[src/rtl/multicycle_sequencer.sv]
// Multicycle CPU control sequencer: Moore FSM issuing per-cycle datapath strobes,
// with memory wait-state handling, a stall watchdog and a retired-instruction counter.
module multicycle_sequencer #(
    parameter int WAIT_LIMIT = 15,
    parameter int CNT_W      = 32
) (
    input  logic             clock,
    input  logic             reset,
    input  logic             start,
    input  logic [5:0]       opcode,
    input  logic             alu_zero,
    input  logic             mem_ready,
    output logic             pc_write,
    output logic             i_or_d,
    output logic             mem_read,
    output logic             mem_write,
    output logic             ir_write,
    output logic             reg_dst,
    output logic             mem_to_reg,
    output logic             reg_write,
    output logic             alu_src_a,
    output logic [1:0]       alu_src_b,
    output logic [1:0]       alu_op,
    output logic [1:0]       pc_source,
    output logic [3:0]       state,
    output logic             busy,
    output logic             mem_timeout,
    output logic             illegal_op,
    output logic [CNT_W-1:0] instr_count
);

    typedef enum logic [3:0] {
        S_IDLE      = 4'd0,
        S_FETCH     = 4'd1,
        S_DECODE    = 4'd2,
        S_MEM_ADDR  = 4'd3,
        S_MEM_READ  = 4'd4,
        S_MEM_WB    = 4'd5,
        S_MEM_WRITE = 4'd6,
        S_R_EXEC    = 4'd7,
        S_R_WB      = 4'd8,
        S_BRANCH    = 4'd9,
        S_JUMP      = 4'd10,
        S_ADDI_EXEC = 4'd11,
        S_ADDI_WB   = 4'd12,
        S_HALT      = 4'd13
    } state_t;

    localparam logic [5:0] OP_RTYPE = 6'b000000;
    localparam logic [5:0] OP_LW    = 6'b100011;
    localparam logic [5:0] OP_SW    = 6'b101011;
    localparam logic [5:0] OP_BEQ   = 6'b000100;
    localparam logic [5:0] OP_J     = 6'b000010;
    localparam logic [5:0] OP_ADDI  = 6'b001000;
    localparam logic [5:0] OP_HALT  = 6'b111111;

    // Counter only needs to reach WAIT_LIMIT; with the watchdog disabled it may wrap harmlessly.
    localparam int WCNT_W = (WAIT_LIMIT < 1) ? 1 : $clog2(WAIT_LIMIT + 1);
    localparam logic [WCNT_W-1:0] WAIT_LIM_V = WCNT_W'(WAIT_LIMIT);

    state_t             state_q, state_d;
    logic [WCNT_W-1:0]  wait_q, wait_d;
    logic [CNT_W-1:0]   cnt_q, cnt_d;
    logic               tmo_q, tmo_d;
    logic               ill_q, ill_d;
    logic               stall;
    logic               retire;

    // Next-state, stall watchdog and retirement bookkeeping.
    always_comb begin
        state_d = state_q;
        tmo_d   = tmo_q;
        ill_d   = ill_q;
        stall   = 1'b0;
        retire  = 1'b0;
        case (state_q)
            S_IDLE:      if (start) state_d = S_FETCH;
            S_FETCH:     if (mem_ready) state_d = S_DECODE; else stall = 1'b1;
            S_DECODE: begin
                case (opcode)
                    OP_RTYPE:     state_d = S_R_EXEC;
                    OP_LW, OP_SW: state_d = S_MEM_ADDR;
                    OP_BEQ:       state_d = S_BRANCH;
                    OP_J:         state_d = S_JUMP;
                    OP_ADDI:      state_d = S_ADDI_EXEC;
                    OP_HALT: begin
                        state_d = S_HALT;
                        retire  = 1'b1;
                    end
                    default: begin
                        state_d = S_HALT;
                        ill_d   = 1'b1;
                    end
                endcase
            end
            S_MEM_ADDR:  state_d = (opcode == OP_LW) ? S_MEM_READ : S_MEM_WRITE;
            S_MEM_READ:  if (mem_ready) state_d = S_MEM_WB; else stall = 1'b1;
            S_MEM_WRITE: begin
                if (mem_ready) begin
                    state_d = S_FETCH;
                    retire  = 1'b1;
                end else begin
                    stall = 1'b1;
                end
            end
            S_R_EXEC:    state_d = S_R_WB;
            S_ADDI_EXEC: state_d = S_ADDI_WB;
            S_MEM_WB, S_R_WB, S_ADDI_WB, S_BRANCH, S_JUMP: begin
                state_d = S_FETCH;
                retire  = 1'b1;
            end
            S_HALT:      state_d = S_HALT;
            default:     state_d = S_HALT;
        endcase

        // A completing access (mem_ready=1) never reaches here, so it wins over the watchdog.
        if (stall && (WAIT_LIMIT != 0) && (wait_q == WAIT_LIM_V)) begin
            state_d = S_HALT;
            tmo_d   = 1'b1;
        end

        if (state_d != state_q) wait_d = '0;
        else if (stall)         wait_d = wait_q + 1'b1;
        else                    wait_d = wait_q;

        cnt_d = retire ? cnt_q + 1'b1 : cnt_q;
    end

    // State and bookkeeping registers.
    always_ff @(posedge clock or posedge reset) begin
        if (reset) begin
            state_q <= S_IDLE;
            wait_q  <= '0;
            cnt_q   <= '0;
            tmo_q   <= 1'b0;
            ill_q   <= 1'b0;
        end else begin
            state_q <= state_d;
            wait_q  <= wait_d;
            cnt_q   <= cnt_d;
            tmo_q   <= tmo_d;
            ill_q   <= ill_d;
        end
    end

    // Moore control decode; only FETCH (mem_ready) and BRANCH (alu_zero) qualify a strobe.
    always_comb begin
        pc_write   = 1'b0;
        i_or_d     = 1'b0;
        mem_read   = 1'b0;
        mem_write  = 1'b0;
        ir_write   = 1'b0;
        reg_dst    = 1'b0;
        mem_to_reg = 1'b0;
        reg_write  = 1'b0;
        alu_src_a  = 1'b0;
        alu_src_b  = 2'b00;
        alu_op     = 2'b00;
        pc_source  = 2'b00;
        case (state_q)
            S_FETCH: begin
                mem_read  = 1'b1;
                alu_src_b = 2'b01;
                ir_write  = mem_ready;
                pc_write  = mem_ready;
            end
            S_DECODE:    alu_src_b = 2'b11;
            S_MEM_ADDR, S_ADDI_EXEC: begin
                alu_src_a = 1'b1;
                alu_src_b = 2'b10;
            end
            S_MEM_READ: begin
                mem_read = 1'b1;
                i_or_d   = 1'b1;
            end
            S_MEM_WRITE: begin
                mem_write = 1'b1;
                i_or_d    = 1'b1;
            end
            S_MEM_WB: begin
                reg_write  = 1'b1;
                mem_to_reg = 1'b1;
            end
            S_R_EXEC: begin
                alu_src_a = 1'b1;
                alu_op    = 2'b10;
            end
            S_R_WB: begin
                reg_write = 1'b1;
                reg_dst   = 1'b1;
            end
            S_ADDI_WB:   reg_write = 1'b1;
            S_BRANCH: begin
                alu_src_a = 1'b1;
                alu_op    = 2'b01;
                pc_source = 2'b01;
                pc_write  = alu_zero;
            end
            S_JUMP: begin
                pc_source = 2'b10;
                pc_write  = 1'b1;
            end
            default: ;
        endcase
    end

    assign state       = state_q;
    assign busy        = (state_q != S_IDLE) && (state_q != S_HALT);
    assign mem_timeout = tmo_q;
    assign illegal_op  = ill_q;
    assign instr_count = cnt_q;

endmodule

[config.mk]
export PLATFORM = sky130hd
export DESIGN_NAME = multicycle_sequencer
export DESIGN_NICKNAME = d
export VERILOG_FILES = /design/src/rtl/multicycle_sequencer.sv
export SDC_FILE = /design/constraint.sdc
export NUM_CORES = 1
export LEC_CHECK = 0
export CAP_MARGIN = 10
export CORE_MARGIN = 2
export CORE_UTILIZATION = 52
export DETAILED_ROUTE_END_ITERATION = 6
export PLACE_DENSITY_LB_ADDON = 0.08
export SETUP_SLACK_MARGIN = 0.05
export SYNTH_ARGS = -nofsm -noshare
export SYNTH_HDL_FRONTEND = slang
export SYNTH_SLANG_ARGS = --single-unit
[constraint.sdc]
create_clock -name clock -period 2.95 [get_ports clock]
set_input_delay 0.59 -clock clock [delete_from_list [all_inputs] [get_ports clock]]
set_output_delay 0.59 -clock clock [all_outputs]
set_load 0.05 [all_outputs]
**Yosys cells after proc, flatten, opt, wreduce, memory -nomap -nowiden**

Cells that the tools add are included.

- Flip-flop bits (word level): 42
- Word-level logic and storage cells: 72
- Bits of input ports: 11

- Bitwise gates (word level): 1
- Reductions and logical operators: 16
- Eq/ne operators: 21
- Muxes and demuxes: 27
- Add/sub/neg operators: 2

Operator list:

| kind | count |
|---|---|
| $pmux W4 S9 | 1 |
| $add A32 B1 Y32 const B | 1 |
| $mux W4 | 7 |
| $eq A4 B4 Y1 const B | 6 |
| $pmux W4 S5 | 1 |
| $eq A6 B6 Y1 const B | 3 |
| $eq A4 B3 Y1 const B | 4 |
| $mux W1 | 12 |
| $eq A4 B2 Y1 const B | 2 |
| $pmux W2 S2 | 2 |
| $reduce_or A2 Y1 | 4 |
| $reduce_or A7 Y1 | 1 |
| $eq A6 B2 Y1 const B | 1 |
| $eq A6 B3 Y1 const B | 1 |
| $eq A6 B4 Y1 const B | 1 |
| $logic_not A6 Y1 | 1 |
| $pmux W1 S3 | 2 |
| $pmux W2 S3 | 1 |
| $reduce_or A3 Y1 | 2 |
| $reduce_or A5 Y1 | 1 |
| $add A4 B1 Y4 const B | 1 |
| $eq A4 B1 Y1 const B | 1 |
| $logic_not A4 Y1 | 1 |
| $ne A4 B4 Y1 | 1 |
| other kinds (8) | 9 |

**Logic depth before layout (Yosys ltp)**

Gate-level depths: netlist of run 1.

- Word-level depth: 7
- Depth in mapped cells: 8

**Worst setup path before layout of run 1**

No wires, ideal clock.

- Path kind: register to output
- Start point: register state_q[0], in the netlist state[0]
- End point: output pc_write
- Setup slack: -0.632 ns
- Data arrival time: 2.992 ns
- Data required time: 2.360 ns
- Cell stages (with the launch flop): 6
- Cell sequence: dfrtp_1 -> buf_2 -> buf_1 -> nand3b_1 -> nor3_1 -> a211o_1

- Longest elaborated chain between the ends: 2

Ends and longest elaborated chain:

| item | line | RTL |
|---|---|---|
| start: declaration | 61 | `state_t state_q, state_d;` |
| start signal: assignment | 138 | `state_q <= state_d;` |
| $eq A4 B4 Y1 or $eq A4 B1 Y1 (tied branches) | 160 | `case (state_q)` |
| $pmux W1 S3 (*) | 160 |  |
| end: declaration | 13 | `output logic pc_write,` |

Mark *: on every way between the ends. The rest lies on a longest branch, timed or not.

**Worst setup path in the final report of run 1**

- Start point: register state_q[3], in the netlist state[3]
- End point: output reg_write

- Longest elaborated chain between the ends: 3

Ends and longest elaborated chain:

| item | line | RTL |
|---|---|---|
| $eq A4 B4 Y1 or $eq A4 B3 Y1 (tied branches) | 160 |  |
| $reduce_or A3 Y1 (no line) (*) | n/a |  |
| $mux W1 (*) | 160 |  |
| end: declaration | 20 | `output logic reg_write,` |

Marks and branches as above.

==> key figures, run 1 <==
Yosys
  • Ys Warns: 0
  • Avg Inst Size Synth: 9.61 sq um
  • Mapped cell area: 2450 sq um
  • Top cells by area, synth: dfrtp_1 43%, xnor2_1 11%, nand3_1 4.9%, nand2_1 3.4%, nand4_1 3.1%
  • Register area share after synthesis: 42.9%
  • Top FF cell, synth: dfrtp_1
  • Synth area leader: dfrtp_1
  • Post-synth EDFFs: 0
  • Async set-reset flop share out of synthesis: between 90% and 100%
  • Flops & latches, synth: 42
  • Post-synth net total: about 270
  • Unique masters post-synth: 52
  • Post-Synthesis Cells: roughly 260
  • Post-synth top area share: 42.9%

STA
  • RSZ-0062 raised after global routing: no
  • Setup Skew: between 0.007 and 0.008 ns
  • Slew margin rel.: between 60% and 70%
  • PnR worst setup slack: 0.179 ns
  • Final worst-path cycle share: 93.9%
  • Final setup fails: 0
  • Fin. max-slew vios: 0
  • Fin crit period: 2.77 ns
  • Final Hold Fails: 0
  • Slew @ Worst Pin: 0.516 ns
  • Highest clock rate: 361 MHz

Die
  • Overall die width: 72.6 microns
  • Die Height: 72.6 microns
  • DIE AREA: around 5300 sq um
  • Initial core utilization: a little under three fifths
  • Core Area: 4440 sq um
  • Io pins: 65
  • Row count: 24

CTS
  • Hold_buf cts: 0
  • Clk slew on worst S/H paths: 0.08 ns
  • CTS sink count: 42
  • CTS root buf: clkbuf_8
  • H-tree level count: 2
  • CTS tree: yes
  • Skew-Pair Late Insertion Delay: 0.29 ns
  • Max Root-Sink Buffers: 2
  • CTS buffer count: 5

Min path
  • Hold depth: 1
  • WHS Endpoint: instr_count[31]
  • HP Class: reg -> reg
  • Hold_sp: instr_count[31]

Detailed routing
  • DRC: 0
  • First DRT Iteration DRCs: between 150 and 200
  • Routed WL: 5.57 mm
  • Via count: 2186
  • DR vias/cell: 5.81
  • Post-DR wirelength/cell: roughly 15 microns
  • DR pass1 iterations: 4
  • DRT antenna net count: 0

GRT
  • Vias in the first global route: just under 2000
  • Pin count of the biggest net entering global routing: 43
  • GRT Total Usage: 22.1%
  • Overflow after GRT: 0
  • Initial antenna violation count: 0
  • First-pass GRT wire length: 9.12 mm

Placement
  • IO buf count: 64
  • Place WS: 0.229 ns
  • GP Congestion: about 0.94
  • Dpl hpwl: around 4.1 mm

Critical path
  • CP Launch Type: flip-flop
  • Data arrival, critical path: 2.18 ns
  • CP Class: reg -> out
  • WP data required: ~2.4 ns
  • R2R setup slack: 0.38 ns
  • Reg2Reg Depth: 7
  • CP endpoint kind: output port
  • Launch point of the worst reg-to-reg path: state[3]
  • RR Endpoint: instr_count[12]
  • CP Max Fanout: 15

Power
  • Worst IR Drop VDD: 825 uV
  • PnR Total Power: 0.00288 W
  • Lkg Pwr: 1.37 nW
  • Cell Pwr Density: 872 nW/um^2

Final layout
  • Fillcell total: about 340
  • Ant. Diodes: 0
  • Commonest non-fill, non-tap cell in the layout: clkdlybuf4s50_1
  • Share of cells above drive strength 1: between 10% and 20%
  • Layout Nets: around 340
  • Most frequent cells in the layout: 60 x clkdlybuf4s50_1, 42 x dfrtp_1, 31 x xnor2_1, 24 x nand3_1, 22 x nand2_1
  • Area Overhead vs Synth: 34.6%
  • Final Util: 74.2%

Run status
  • Run status: completed

Flow run
  • Max-cap check violation count: 0
==> layer usage <==
metal / share of wire, % / vias up / global-route usage, %
li1: - / 1061 / -
met4: 1.2 / 0 / 7.82
met2: 46 / 75 / 32.8
met3: 5.0 / 6 / 3.04
met1: 48 / 1044 / 33.2
met5: 0 / - / 0
==> layout make-up <==
| cell class | count | area, sq um | area share (%) |
|---|---|---|---|
| multi-input cells | 199 | 1340 | 40.6 |
| flip-flops and latches | 42 | 1050 | 31.9 |
| repair buffers | 73 | 728 | 22.1 |
| clock buffers | 7 | 76.3 | 2.31 |
| inverters | 2 | 7.51 | 0.228 |
| clock inverters | 1 | 30.0 | 0.910 |
| well taps | 52 | 65.1 | 1.97 |
==> how the worst max path moves through the flow <==
stage,startpoint,endpoint,slack (ns),cells after the start
global route,state[3],reg_write,0.05,4
global placement,opcode[3],wait_q[0],0.32,7
CTS,state[3],alu_src_b[0],0.13,3
detailed placement,opcode[3],wait_q[2],0.23,7
finish,state[3],reg_write,0.18,4
floorplan,state[1],pc_write,-0.11,5
==> cell usage after synthesis, types with 3 or more instances <==
cell type / count
a211o_1: 3
a21oi_1: 6
and3_1: 6
and4_1: 5
buf_4: 4
clkbuf_1: 4
dfrtp_1: 42
nand2_1: 22
nand2b_1: 6
nand3_1: 24
nand3b_1: 4
nand4_1: 12
nor2_1: 18
nor3_1: 6
nor4_1: 6
o21ai_0: 6
o31a_1: 3
xnor2_1: 31
xor2_1: 5
==> cells by family after synthesis <==
group,after synthesis,synth area share [%]
AND/OR/NAND/NOR,124,28.8
adder cells (fa/ha/maj),2,1.02
multiplexers,3,1.28
XOR/XNOR,36,12.9
buffers and inverters,14,3.17
AO/OA/AOI/OAI,34,10.0
flip-flops,42,42.9
==> sequential cells by signal, indices dropped and copies added (netlist names) <==
signal and count:
illegal_op 1, state 4, mem_timeout 1, wait_q 4
instr_count 32
==> through the flow <==
step / cell area (sq um) / hold WS (ns) / setup TNS (ns) / instances
final: 3300 / 0.471 / 0 / 376
after global routing: 3300 / 0.504 / 0 / 376
after CTS: 3290 / 0.477 / 0 / 376
after detailed placement: 3190 / 0.461 / 0 / 368
after global placement: 3190 / 0.450 / 0 / 368
after floorplan: 2470 / 0.558 / -0.287 / 255
==> critical path, stage by stage (launching register included) <==
cell and delay [ns]:
dfrtp_1 0.67, nor2b_1 0.27, a21oi_1 0.06, nor2_1 0.09
clkdlybuf4s50_1 0.80
==> report_power, final <==
| group | switching (W) | internal [W] | total (W) |
|---|---|---|---|
| combinational | 0.00104 | 0.000605 | 0.00165 |
| sequential | 0.000133 | 0.000646 | 0.000779 |
| clock | 0.000198 | 0.000253 | 0.000451 |
| total | 0.00137 | 0.00150 | 0.00288 |
==> timing repair <==
item,in CTS,in global routing
gates resized for setup,0,2
setup buffers,0,0
endpoints found under the setup margin,0,2
hold endpoints to repair,0,0
No activity file was read; power rests on OpenSTA's default activity.
==> run 2, diff against run 1 <==
CORE_UTILIZATION = 50   (was 52)
==> key figures, run 2 (same netlist as run 1, synthesis figures left out) <==
Run status
  • Run status: completed

Critical path
  • Worst stage delay on the critical path: 0.84 ns
  • R2R setup slack: 0.57 ns
  • RR Endpoint: instr_count[17]
  • CP Launch Type: flip-flop
  • Slowest CP cell: clkdlybuf4s50_1
  • CP Class: reg -> out
  • CP Max Fanout: 14
  • CP delay by family, top: buffers and inverters
  • CP Cell Sequence: buf_4 > nand2b_1 > nor3_1 > clkdlybuf4s50_1
  • Reg2Reg Depth: 7
  • Launch point of the worst reg-to-reg path: state[3]
  • Data arrival, critical path: 2.20 ns
  • CP bufs+invs: 2
  • CP endpoint kind: output port
  • WP data required: 2.36 ns

Placement
  • Place WS: 0.269 ns
  • Post-Place Cell Area: 3170 sq um
  • IO buf count: 64
  • Placed cell count: 380
  • Dpl hpwl: 3.99 mm
  • GP Congestion: between 0.8 and 0.9

CTS
  • Clk slew on worst S/H paths: 0.08 ns
  • Max Root-Sink Buffers: 2
  • CTS buffer count: 5
  • CTS sink count: 42
  • CTS tree: yes
  • CTS root buf: clkbuf_8
  • H-tree level count: 2
  • Skew-Pair Late Insertion Delay: between 0.2 and 0.3 ns
  • Hold_buf cts: 0

GRT
  • Overflow after GRT: 0
  • Initial antenna violation count: 0
  • Pin count of the biggest net entering global routing: 43
  • GRT Total Usage: 20.6%
  • First-pass GRT wire length: roughly 8.7 mm
  • Vias in the first global route: 1915

STA
  • Slew margin rel.: 61.1%
  • Setup Skew: 0.00893 ns
  • Fin crit period: between 2 and 3 ns
  • Slew @ Worst Pin: 0.583 ns
  • Final worst-path cycle share: 94.6%
  • Setup TNS: 0 ns
  • Final setup fails: 0
  • PnR worst setup slack: 0.160 ns
  • Highest clock rate: 358 MHz
  • Final Hold Fails: 0
  • Fin. max-slew vios: 0
  • RSZ-0062 raised after global routing: no

Die
  • DIE AREA: around 5500 sq um
  • Initial core utilization: 51.9%
  • Die Height: 74.0 microns
  • Row count: 25
  • Io pins: 65
  • Core Area: ~4700 sq um
  • Overall die width: 74.0 microns

Final layout
  • Most frequent cells in the layout: 57 x clkdlybuf4s50_1, 41 x dfrtp_1, 31 x xnor2_1, 24 x nand3_1, 22 x nand2_1
  • Non-Filler Instances: 388
  • Post-route cell area: ~3300 sq um
  • Ant. Diodes: 0
  • Share of cells above drive strength 1: 10.9%
  • Max reg flops: 32
  • Area Overhead vs Synth: 33.3%
  • Fillcell total: between 300 and 400
  • Commonest non-fill, non-tap cell in the layout: clkdlybuf4s50_1
  • Layout Nets: 333

Power
  • Worst IR Drop VDD: roughly 660 uV
  • Lkg Pwr: between 1 and 1.5 nW
  • PnR Total Power: 0.00277 W
  • Cell Pwr Density: 850 nW/um^2

Detailed routing
  • Via count: ~2100
  • Routed WL: 5.45 mm
  • Post-DR wirelength/cell: 14.0 microns
  • DR vias/cell: between 5 and 6
  • First DRT Iteration DRCs: 95
  • DRT antenna net count: 0
  • DRC: 0
  • DR pass1 iterations: 4

Min path
  • Hold_sp: mem_timeout
  • Hold depth: 1
  • WHS Endpoint: mem_timeout
  • HP Class: reg -> reg

Flow run
  • Max-cap check violation count: 0
[run 2: per-stage QoR]
stage	hold WS, ns	utilization, %
after global placement	0.460	67.2
after CTS	0.482	69.1
final	0.478	69.1
after detailed placement	0.462	67.2
after floorplan	0.558	-
after global routing	0.502	69.1
[run 2: worst max-delay path by stage]
stage,endpoint,depth (start not counted),start,slack [ns]
4_1_cts,mem_to_reg,3,state[0],0.1
3_5_place_dp,wait_q[0],7,opcode[3],0.27
3_3_place_gp,wait_q[1],7,opcode[3],0.36
5_1_grt,reg_dst,4,state[2],0.06
6_report,reg_dst,4,state[2],0.16
2_1_floorplan,pc_write,5,state[1],-0.11
[run 2: area by class of cell]
| cell class | instances | area [sq um] | share of cell area, % |
|---|---|---|---|
| multi-input cells | 199 | 1340 | 41.0 |
| flip-flops and latches | 42 | 1050 | 32.2 |
| repair buffers | 70 | 693 | 21.2 |
| clock buffers | 7 | 86.3 | 2.64 |
| well taps | 67 | 83.8 | 2.57 |
| inverters | 2 | 7.51 | 0.230 |
| clock inverters | 1 | 5.00 | 0.153 |
[run 2: report_power, final]
group	internal [W]	switching (W)	total, W
clock network	0.000189	0.000192	0.000380
registers	0.000647	0.000154	0.000800
logic	0.000574	0.00102	0.00159
[run 2: timing repair]
action,in CTS,in global routing
setup buffers,0,0
gates resized for setup,0,1
endpoints found under the setup margin,0,4
[run 2: per-layer routing]
layer	vias up	GRT usage, %	routed length [microns]
met1	1013	31.3	2730
li1	1054	-	-
met2	54	30.4	2430
met5	-	0	0
met4	0	5.86	80
met3	15	3.79	206
